--- src/rtl/imem_loader.sv ---
`default_nettype none
// ============================================================================
//  Module   : imem_loader
//  Purpose  : Receives a program image over a UART byte stream and writes it
//             into instruction memory, holding the processor in reset until a
//             complete, well-formed image has been stored.
//             Stream format: 16-bit little-endian word count N, followed by
//             N little-endian 32-bit instruction words.
//  Ports    : clk          - single clock, rising edge
//             rst_n        - synchronous active-low reset
//             start        - one-cycle pulse, begins a load session
//             rx_valid     - byte strobe from the UART receiver
//             rx_data      - received byte
//             wr_en        - one-cycle instruction-memory write strobe
//             wr_addr      - byte address of the write (word aligned)
//             wr_data      - instruction word to write
//             cpu_run      - releases the processor when high
//             busy/done/error - session status
//             words_loaded - words written in the current session
//  Revision : 1.0 - initial release
// ============================================================================
module imem_loader #(
   parameter int DATA_WIDTH    = 32,
   parameter int ADDRESS_WIDTH = 32,
   parameter int MEM_SIZE      = 256,
   parameter int TIMEOUT       = 1_000_000
) (
   input  logic                     clk,
   input  logic                     rst_n,
   input  logic                     start,
   input  logic                     rx_valid,
   input  logic [7:0]               rx_data,
   output logic                     wr_en,
   output logic [ADDRESS_WIDTH-1:0] wr_addr,
   output logic [DATA_WIDTH-1:0]    wr_data,
   output logic                     cpu_run,
   output logic                     busy,
   output logic                     done,
   output logic                     error,
   output logic [15:0]              words_loaded
);

   // Timer holds 0..TIMEOUT-1; reaching TIMEOUT idle cycles is the trip point.
   localparam int                  c_TIMER_W   = (TIMEOUT > 2) ? $clog2(TIMEOUT) : 1;
   localparam logic [c_TIMER_W-1:0] c_TIMER_MAX = c_TIMER_W'(TIMEOUT - 1);

   typedef enum logic [2:0] {
      S_IDLE   = 3'd0,
      S_LEN_LO = 3'd1,
      S_LEN_HI = 3'd2,
      S_LOAD   = 3'd3,
      S_DONE   = 3'd4,
      S_ERROR  = 3'd5
   } state_t;

   state_t                 r_state;
   state_t                 w_state_nxt;
   logic [15:0]            r_len;
   logic [31:0]            r_word;
   logic [1:0]             r_idx;
   logic [c_TIMER_W-1:0]   r_timer;
   logic [15:0]            r_words;
   logic                   r_last;
   logic                   r_wr_en;
   logic [ADDRESS_WIDTH-1:0] r_wr_addr;
   logic [DATA_WIDTH-1:0]  r_wr_data;

   logic                   w_accept;
   logic                   w_timeout;
   logic                   w_start_ok;
   logic [15:0]            w_len_full;
   logic                   w_len_bad;

   // Length as it will be once the high byte currently on rx_data is taken.
   assign w_len_full = {rx_data, r_len[7:0]};
   assign w_len_bad  = (w_len_full == 16'd0) || ({16'd0, w_len_full} > 32'(MEM_SIZE));

   // ------------------------------------------------------------------------
   // State register
   // ------------------------------------------------------------------------
   always_ff @(posedge clk) begin
      if (!rst_n) begin
         r_state <= S_IDLE;
      end else begin
         r_state <= w_state_nxt;
      end
   end

   // ------------------------------------------------------------------------
   // Next state and status outputs
   // ------------------------------------------------------------------------
   always_comb begin
      w_state_nxt = r_state;
      busy        = 1'b0;
      done        = 1'b0;
      error       = 1'b0;
      cpu_run     = 1'b0;
      w_accept    = 1'b0;
      w_timeout   = 1'b0;
      w_start_ok  = 1'b0;

      unique case (r_state)
         S_IDLE, S_DONE, S_ERROR: begin
            done       = (r_state == S_DONE);
            cpu_run    = (r_state == S_DONE);
            error      = (r_state == S_ERROR);
            w_start_ok = start;
            if (start) begin
               w_state_nxt = S_LEN_LO;
            end
         end
         S_LEN_LO, S_LEN_HI, S_LOAD: begin
            busy = 1'b1;
            // Once the final word is complete, further bytes are not part of
            // this image and the timer no longer matters.
            w_accept  = rx_valid && !r_last;
            w_timeout = !rx_valid && !r_last && (r_timer == c_TIMER_MAX);
            if (r_state == S_LOAD && r_last && r_wr_en) begin
               w_state_nxt = S_DONE;
            end else if (w_timeout) begin
               w_state_nxt = S_ERROR;
            end else if (w_accept && r_state == S_LEN_LO) begin
               w_state_nxt = S_LEN_HI;
            end else if (w_accept && r_state == S_LEN_HI) begin
               w_state_nxt = w_len_bad ? S_ERROR : S_LOAD;
            end
         end
         default: begin
            w_state_nxt = S_IDLE;
         end
      endcase
   end

   // ------------------------------------------------------------------------
   // Datapath: length capture, word assembly, write strobe, idle timer
   // ------------------------------------------------------------------------
   always_ff @(posedge clk) begin
      if (!rst_n) begin
         r_len     <= '0;
         r_word    <= '0;
         r_idx     <= '0;
         r_timer   <= '0;
         r_words   <= '0;
         r_last    <= 1'b0;
         r_wr_en   <= 1'b0;
         r_wr_addr <= '0;
         r_wr_data <= '0;
      end else begin
         r_wr_en <= 1'b0;
         // words_loaded advances at the end of the strobe cycle so that
         // wr_addr == 4*words_loaded while wr_en is high.
         if (r_wr_en) begin
            r_words <= r_words + 16'd1;
         end

         if (w_start_ok) begin
            r_len   <= '0;
            r_word  <= '0;
            r_idx   <= '0;
            r_timer <= '0;
            r_words <= '0;
            r_last  <= 1'b0;
         end else if (w_accept) begin
            r_timer <= '0;
            unique case (r_state)
               S_LEN_LO: r_len[7:0]  <= rx_data;
               S_LEN_HI: r_len[15:8] <= rx_data;
               S_LOAD: begin
                  r_word[{r_idx, 3'b000} +: 8] <= rx_data;
                  r_idx <= r_idx + 2'd1;
                  if (r_idx == 2'd3) begin
                     r_wr_en   <= 1'b1;
                     r_wr_addr <= ADDRESS_WIDTH'({r_words, 2'b00});
                     r_wr_data <= DATA_WIDTH'({rx_data, r_word[23:0]});
                     r_last    <= (r_words == r_len - 16'd1);
                  end
               end
               default: ;
            endcase
         end else if (busy) begin
            r_timer <= r_timer + c_TIMER_W'(1);
         end
      end
   end

   assign wr_en        = r_wr_en;
   assign wr_addr      = r_wr_addr;
   assign wr_data      = r_wr_data;
   assign words_loaded = r_words;

endmodule
`default_nettype wire

--- config.mk ---
export PLATFORM = sky130hd
export DESIGN_NAME = imem_loader
export DESIGN_NICKNAME = d
export VERILOG_FILES = /design/src/rtl/imem_loader.sv
export SDC_FILE = /design/constraint.sdc
export NUM_CORES = 1
export LEC_CHECK = 0
export ABC_AREA = 1
export BUFFER_PORTS_ARGS = -buffer_cell sky130_fd_sc_hd__buf_2
export CORE_MARGIN = 4
export CORE_UTILIZATION = 44
export DETAILED_ROUTE_END_ITERATION = 12
export SLEW_MARGIN = 20
export SYNTH_ARGS = -nofsm -noshare
export SYNTH_HDL_FRONTEND = slang
export SYNTH_SLANG_ARGS = --single-unit
--- constraint.sdc ---
create_clock -name clk -period 5.2 [get_ports clk]
set_clock_uncertainty 0.1 [all_clocks]
set_input_delay 1.04 -clock clk [delete_from_list [all_inputs] [get_ports clk]]
set_output_delay 1.04 -clock clk [all_outputs]
set_load 0.1 [all_outputs]
Yosys cells after proc, flatten, opt, wreduce, memory -nomap -nowiden
Cells that the tools add are included.
W data, S select, Z words.
{ "op_classes": {"n_lt_le_gt_ge": 1, "n_bitwise": 4, "n_reduce_logical": 23, "n_eq_ne": 10, "add_sub_neg": 5, "mux": 14, "n_shift": 2} }
{ "op_table": {"columns": ["op", "count"], "rows": [
  ["$bwmux W32", 1],
  ["$shift A8 B7 Y32 const A", 1],
  ["$shiftx A8 B7 Y32", 1],
  ["$add A20 B1 Y20 const B", 1],
  ["$eq A20 B20 Y1 const B", 1],
  ["$mux W3", 6],
  ["$add A16 B1 Y16 const B", 1],
  ["$eq A16 B16 Y1", 1],
  ["$gt A16 B9 Y1 const B", 1],
  ["$logic_not A16 Y1", 1],
  ["$sub A16 B1 Y16 const B", 1],
  ["$reduce_or A3 Y1", 3],
  ["$reduce_and A2 Y1", 4],
  ["$logic_and A1 B1 Y1", 7],
  ["$neg A5 Y7", 1],
  ["$eq A3 B2 Y1 const B", 2],
  ["$eq A3 B3 Y1 const B", 2],
  ["$mux W1", 6],
  ["$pmux W3 S2", 1],
  ["$ne A5 B5 Y1 const B", 1],
  ["$not A1 Y1", 4],
  ["$reduce_and A4 Y1", 1],
  ["$reduce_or A4 Y1", 1],
  ["$eq A3 B1 Y1 const B", 1],
  ["other kinds (8)", 9]
]} }
{ "word_totals": {"elab_cells": 70, "out_inout_bits": 85, "input_bits": 12, "reg_bits": 139} }

Depth between registers and ports, before layout
Gate-level depths: netlist of the first run.
{ "depth": {"ltp_word": 8, "mapped_depth": 12, "ltp_nobuf": 12} }

Worst setup path before layout of the first run
Ideal clock, no wire load.
{ "synth_path": {"path_type": "flip-flop to output port", "startpoint": "register r_state[2]", "endpoint": "output done", "t_required_ns": 4.060, "path_stages_with_launch": 4, "path_slack_ns": 0.828, "path_buffers": 1, "t_arrival_ns": 3.232, "cell_sequence": "dfxtp_1 > inv_1 > nor3_1 > buf_4"} }
{ "synth_between": {"elab_chain_len": 3, "word_cells_on_any_way": 5, "classes_between": "eq/ne: 2; mux: 1; reduce/logical: 2"} }
{ "synth_rtl": {"columns": ["element", "line", "source"], "rows": [
  ["start: declaration", "56", "state_t r_state;"],
  ["start signal: assignment", "85", "r_state <= w_state_nxt;"],
  ["$eq A3 B3 Y1, or another cell as far along", null, null],
  ["$reduce_or A3 Y1", null, null],
  ["$mux W1 (*)", null, null],
  ["end: declaration", "38", "output logic done,"]
]} }
Mark *: on every way between the ends. The rest lies on a longest branch, timed or not.

Final worst setup path of the first run
{ "layout_path": {"startpoint": "input rst_n", "endpoint": "register r_timer[15]"} }
{ "layout_between": {"elab_chain_len": 2} }
{ "layout_rtl": {"columns": ["element", "line", "source"], "rows": [
  ["start: declaration", "29", "input logic rst_n,"],
  ["$not A1 Y1 (no line)", null, null],
  ["$reduce_or A3 Y1 (no line)", null, null],
  ["end signal: assignment", "181", "r_timer <= r_timer + c_TIMER_W'(1);"],
  ["end: declaration", "61", "logic [c_TIMER_W-1:0] r_timer;"]
]} }
No other way between the ends.
A chain may end at the register's enable or synchronous reset.

==> flow_summary.yaml, run 1 <==
status:
  status: "complete, no violations"
cells_and_area:
  final_common_cell: "dfxtp_1"
  nets: 898
  mostFrequentLayoutCells: "131 x dfxtp_1, 128 x nand2_1, 125 x nor2_1"
  finalNonFillerCells: 1065
  layout-drive-gt1-share_pct: 14.8
  area_delta_synth_final_pct: 15.5
  diodes: 0
sta:
  post-route-period-util_pct: 59.6
  tightest_slew_ns: 0.988
  slew_viol_final: 0
  fin_tns_setup_ns: 0
  rsz0062_at_grt: "false"
  slew_headroom_pct: 34.0
  setup_violations: 0
  layout_min_cycle_time_ns: 3.10
  max_freq_mhz: 323
  finalHoldViolCount: 0
floorplan:
  dieArea_um2: 15700
  start_util_pct: 45.3
  die_h_um: 125
  row_count: 42
  die_w_um: 125
  core_um2: 13300
  ios: 97
synthesis:
  synthAdderAreaFrac_pct: 1.66
  synth.avg_cell_area_um2: 7.46
  synth-main-ff-cell: "dfxtp_1"
  synth-xor-area-share_pct: 3.13
  syn_inst: 810
  synth_seq_cells: 131
  netlist_area_um2: 6040
  synth_warnings: 0
  synth_compound_area_share_pct: 16.9
  synth_top_family_by_area: "simple AND/OR/NAND/NOR gates"
  synth_edf_count: 0
  yosys.area_share.simple_pct: 23.9
  synthMuxAreaShare_pct: 0.662
  ys_types: 41
  async_flop_share_pct: 0
  synth_seq_area_share_pct: 43.4
critical_path:
  cp-startpoint: "rst_n"
  r2r-start: "r_state[1]"
  critPathLaunchType: "primary input"
  cp_max_fo: 49
  worstPathRequired_ns: 5.43
  cp-end-kind: "flip-flop"
  critPathKind: "primary input to flip-flop"
  r2r_setup_slack_ns: 2.55
  critPathArrivalTime_ns: 3.33
  crit_path_end: "r_timer[15]"
  r2r-end: "wr_addr[10]"
  r2r_cells: 7
pwr:
  total_power_w: 0.00261
  ir_drop_mv: 0.186
  power.leakage_nw: 3.13
  power_density_nw_per_um2: 374
detailed_routing:
  num_vias: 5543
  drt_iter0_drc: 365
  dr_wl_met3_um: 800
  m1WireLength_mm: 7.36
  avgViaCountPerCell: 5.20
  routed.top_layer: "met4"
  drt-total-wl_mm: 15.8
  drtAntennaViolNets: 0
  drc: 0
  wire_per_inst_um: 14.8
  dr.pass1.iters: 5
  wl_met2_mm: 7.31
clock_network:
  cts_setup_buffers: 0
  cts_buffers: 17
  cts_sinks: 131
  clockBufferDepth: 2
  cts.hold.buffers_added: 0
  cts_root_buf: "clkbuf_16"
  path_clk_slew_ns: 0.05
  cts_tree: "done"
  post_cts_resized: 0
  clk-insertion-delay-late_ns: 0.42
  h-tree-depth: 4
grt:
  antenna_found_initial: 0
  grt_start_max_net_pins: 50
  grt_pass1_wl_mm: 25.7
  overflow: 0
  grt_use_total_pct: 20.2
  first_global_vias: 5171
placed_design:
  dp.cells: 1035
  place_congestion: 0.868
  dpl.hpwl_mm: 11.2
  numPortBuffers: 80
job:
  maxCapViolations: 0
min_path:
  min_path_type: "flip-flop to flip-flop"
kinds of logic (layout without fill, tap and decap cells):
family,Yosys count,count (layout)
compound gates,184,184
fa+ha+maj,8,8
mux,4,4
xor+xnor,20,20
other cells,1,16
simple gates,328,328
buf+inv,134,198
flops,131,131
report_power, final:
group | total [W] | internal (W) | switching [W]
clock network | 0.00110 | 0.000687 | 0.000410
registers | 0.00104 | 0.00102 | 0.0000216
logic | 0.000478 | 0.000109 | 0.000369
flip-flops by register name, summed over array words and instances, names as in the netlist:
register      flops
wr_data          32
r_word           24
r_timer          20
r_len            16
words_loaded     16
wr_addr          16
r_state           3
r_idx             2
r_last            1
wr_en             1
worst min path at each step:
stage | from | to | slack, ns | cells after the start
6_report | r_word[14] | wr_data[14] | 0.36 | 2
5_1_grt | r_word[11] | wr_data[11] | 0.38 | 2
4_1_cts | r_word[0] | r_word[0] | 0.37 | 2
3_5_place_dp | r_word[17] | wr_data[17] | 0.36 | 2
3_3_place_gp | r_word[11] | wr_data[11] | 0.35 | 2
2_1_floorplan | r_word[10] | wr_data[10] | 0.33 | 2
stage by stage:
step / area [um^2] / hold WS [ns] / setup WS [ns] / util (%)
2_1_floorplan: 6100 / 0.330 / 0.828 / -
3_3_place_gp: 6450 / 0.350 / 1.71 / 48.3
3_5_place_dp: 6450 / 0.356 / 1.64 / 48.3
4_1_cts: 6980 / 0.369 / 2.07 / 52.3
5_1_grt: 6980 / 0.380 / 1.74 / 52.3
6_report: 6980 / 0.363 / 2.10 / 52.3
area by class of cell:
cell class | instances | area, um^2
tap | 176 | 220
multi-input combinational | 560 | 2860
timing repair buffer | 82 | 415
clock inverter | 5 | 52.6
sequential | 131 | 2620
fill | 1301 | 6360
inverter | 86 | 330
clock buffer | 25 | 485
synth_stat cells (3+ instances only):
cell | n | area, um^2
a211oi_1 | 22 | 165
mux2i_1 | 4 | 40.0
nor3_1 | 7 | 35.0
clkbuf_1 | 10 | 37.5
buf_4 | 20 | 150
nor2_4 | 3 | 33.8
nor3b_1 | 3 | 22.5
nand2_2 | 4 | 25.0
nor2_1 | 125 | 469
dfxtp_1 | 131 | 2620
nand4_1 | 8 | 50.1
buf_2 | 15 | 75.1
xor2_1 | 10 | 87.6
inv_2 | 6 | 22.5
nand2_1 | 128 | 480
nor4_1 | 3 | 18.8
ha_1 | 8 | 100
nand3b_1 | 8 | 60.1
o21ai_0 | 70 | 350
a21oi_1 | 66 | 330
nand3_1 | 29 | 145
a31oi_1 | 19 | 119
o21a_1 | 4 | 30.0
inv_1 | 78 | 293
xnor2_1 | 9 | 78.8
worst max-delay path: stages:
cell     delay (ns)
buf_2          0.54
inv_1          0.20
a21oi_2        0.49
inv_2          0.07
nor2_1         0.54
inv_2          0.22
nor3_1         0.23
per-layer routing:
metal | vias up | track usage, %
li1 | 2770 | -
met1 | 2587 | 27.4
met3 | 25 | 4.18
met5 | - | 0
met4 | 0 | 8.23
met2 | 161 | 31.6
No activity file was read; power rests on OpenSTA's default activity.
==> run 2, diff against run 1 <==
==> constraint.sdc (replaced) <==
create_clock -name clk -period 3.2 [get_ports clk]
set_clock_uncertainty 0.1 [all_clocks]
set_input_delay 0.64 -clock clk [delete_from_list [all_inputs] [get_ports clk]]
set_output_delay 0.64 -clock clk [all_outputs]
set_load 0.1 [all_outputs]
==> flow_summary.yaml, run 2 (synthesized netlist as in run 1, its figures left out) <==
status:
  status: "complete, no violations"
clock_network:
  cts_root_buf: "clkbuf_16"
  cts.hold.buffers_added: 0
  clockBufferDepth: 2
  cts_buffers: 17
  clk-insertion-delay-late_ns: 0.42
  cts_sinks: 131
  cts_setup_buffers: 0
  h-tree-depth: 4
  cts_tree: "done"
  path_clk_slew_ns: 0.06
  post_cts_resized: 0
floorplan:
  die_w_um: 125
  core_um2: 13300
  start_util_pct: 45.3
  ios: 97
  dieArea_um2: 15700
  die_h_um: 125
  row_count: 42
detailed_routing:
  avgViaCountPerCell: 5.10
  drtAntennaViolNets: 0
  dr.pass1.iters: 5
  drc: 0
  num_vias: 5465
  drt_iter0_drc: 281
  wire_per_inst_um: 14.7
  drt-total-wl_mm: 15.7
critical_path:
  cpPeakStageDelay_ns: 0.52
  critPathArrivalTime_ns: 1.84
  cp-startpoint: "r_state[2]"
  path_cells: "inv_1 -> nor3_2 -> buf_2"
  critPathLaunchType: "flip-flop"
  cp_slowest_cell: "dfxtp_1"
  path_delay_family: "buffers and inverters"
  worst-path-buf-inv: 2
  critPathKind: "flip-flop to primary output"
  r2r-start: "r_state[1]"
  cp_max_fo: 5
  cp-end-kind: "primary output"
  worstPathRequired_ns: 2.46
sta:
  rsz0062_at_grt: "false"
  setup_violations: 0
  fin_tns_setup_ns: 0
  post-route-period-util_pct: 80.5
  finalHoldViolCount: 0
  setup_ws_ns: 0.623
  layout_min_cycle_time_ns: 2.58
  max_freq_mhz: 388
  slew_headroom_pct: 45.3
  tightest_slew_ns: 0.819
  slew_viol_final: 0
grt:
  first_global_vias: 5110
  overflow: 0
  antenna_found_initial: 0
  grt_use_total_pct: 19.8
  grt_start_max_net_pins: 50
  grt_pass1_wl_mm: 25.2
pwr:
  comb_power_share_pct: 16.8
  p_sw_share_pct: 29.7
  switching_power_w: 0.00137
  ir_drop_mv: 0.378
  power.leakage_nw: 3.20
  total_power_w: 0.00462
  pwr-share-seq_pct: 36.7
  internal_power_w: 0.00325
  power_density_nw_per_um2: 647
  power_frac_clock_pct: 46.5
cells_and_area:
  nets: 902
  final_common_cell: "dfxtp_1"
  area_delta_synth_final_pct: 18.1
  diodes: 0
  mostFrequentLayoutCells: "131 x dfxtp_1, 128 x nand2_1, 125 x nor2_1"
  nFillCells: 1316
  layout-drive-gt1-share_pct: 15.9
  largest_reg_flops: 32
placed_design:
  dpl.hpwl_mm: 11.0
  place_ws_ns: 0.832
  numPortBuffers: 80
  place_congestion: 0.861
job:
  maxCapViolations: 0
min_path:
  min_path_type: "flip-flop to flip-flop"
  min_from: "r_word[9]"
## run 2: cell count changes in the layout (fill, tap and decap cells not counted), sizes merged
cell	delta
inv	+1
clkbuf	-4
bufinv	+4
buf	+4
clkinv	+1
## run 2: tightest hold or removal path, stage by stage (launching register included)
cell     delay [ns]
dfxtp_1        0.29
inv_1          0.07
a21oi_1        0.06
## run 2: power groups by stage
stage	registers [W]	logic, W	clock network (W)
finish	0.00169	0.000776	0.00215
global route	0.00170	0.000847	0.00225
CTS	0.00169	0.000774	0.00217
detailed placement	0.00173	0.000773	0
global placement	0.00173	0.000756	0
floorplan	0.00172	0.000657	0
## run 2: per-layer routing
layer  vias up  GRT usage [%]  wire length, um
met5         -              0                0
met4         0           6.38              194
met3        19           5.29              914
met2       155           33.1             7530
met1      2520           25.0             7080
li1       2771              -                -
## run 2: worst paths after layout
kind                      to  slack (ns)  cells past startpoint
setup / recovery       error        0.62                      3
hold / removal    wr_data[9]        0.36                      2
setup reg to reg      r_last        1.03                     11
hold reg to reg   wr_data[9]        0.36                      2
## run 2: through the flow
| step | util [%] | cell area [um^2] | instances | hold WS (ns) |
|---|---|---|---|---|
| 3_5_place_dp | 48.6 | 6490 | 1039 | 0.360 |
| 2_1_floorplan | - | 6110 | 825 | 0.330 |
| 3_3_place_gp | 48.6 | 6490 | 1039 | 0.353 |
| 4_1_cts | 53.5 | 7140 | 1071 | 0.368 |
| 6_report | 53.5 | 7140 | 1071 | 0.363 |
| 5_1_grt | 53.5 | 7140 | 1071 | 0.385 |
## run 2: final cells by class
cell class	instances	area [um^2]	share of cell area (%)
multi-input combinational	560	2870	40.2
clock inverter	11	201	2.82
sequential	131	2620	36.7
inverter	86	330	4.63
clock buffer	21	450	6.31
tap	176	220	3.09
timing repair buffer	86	445	6.24
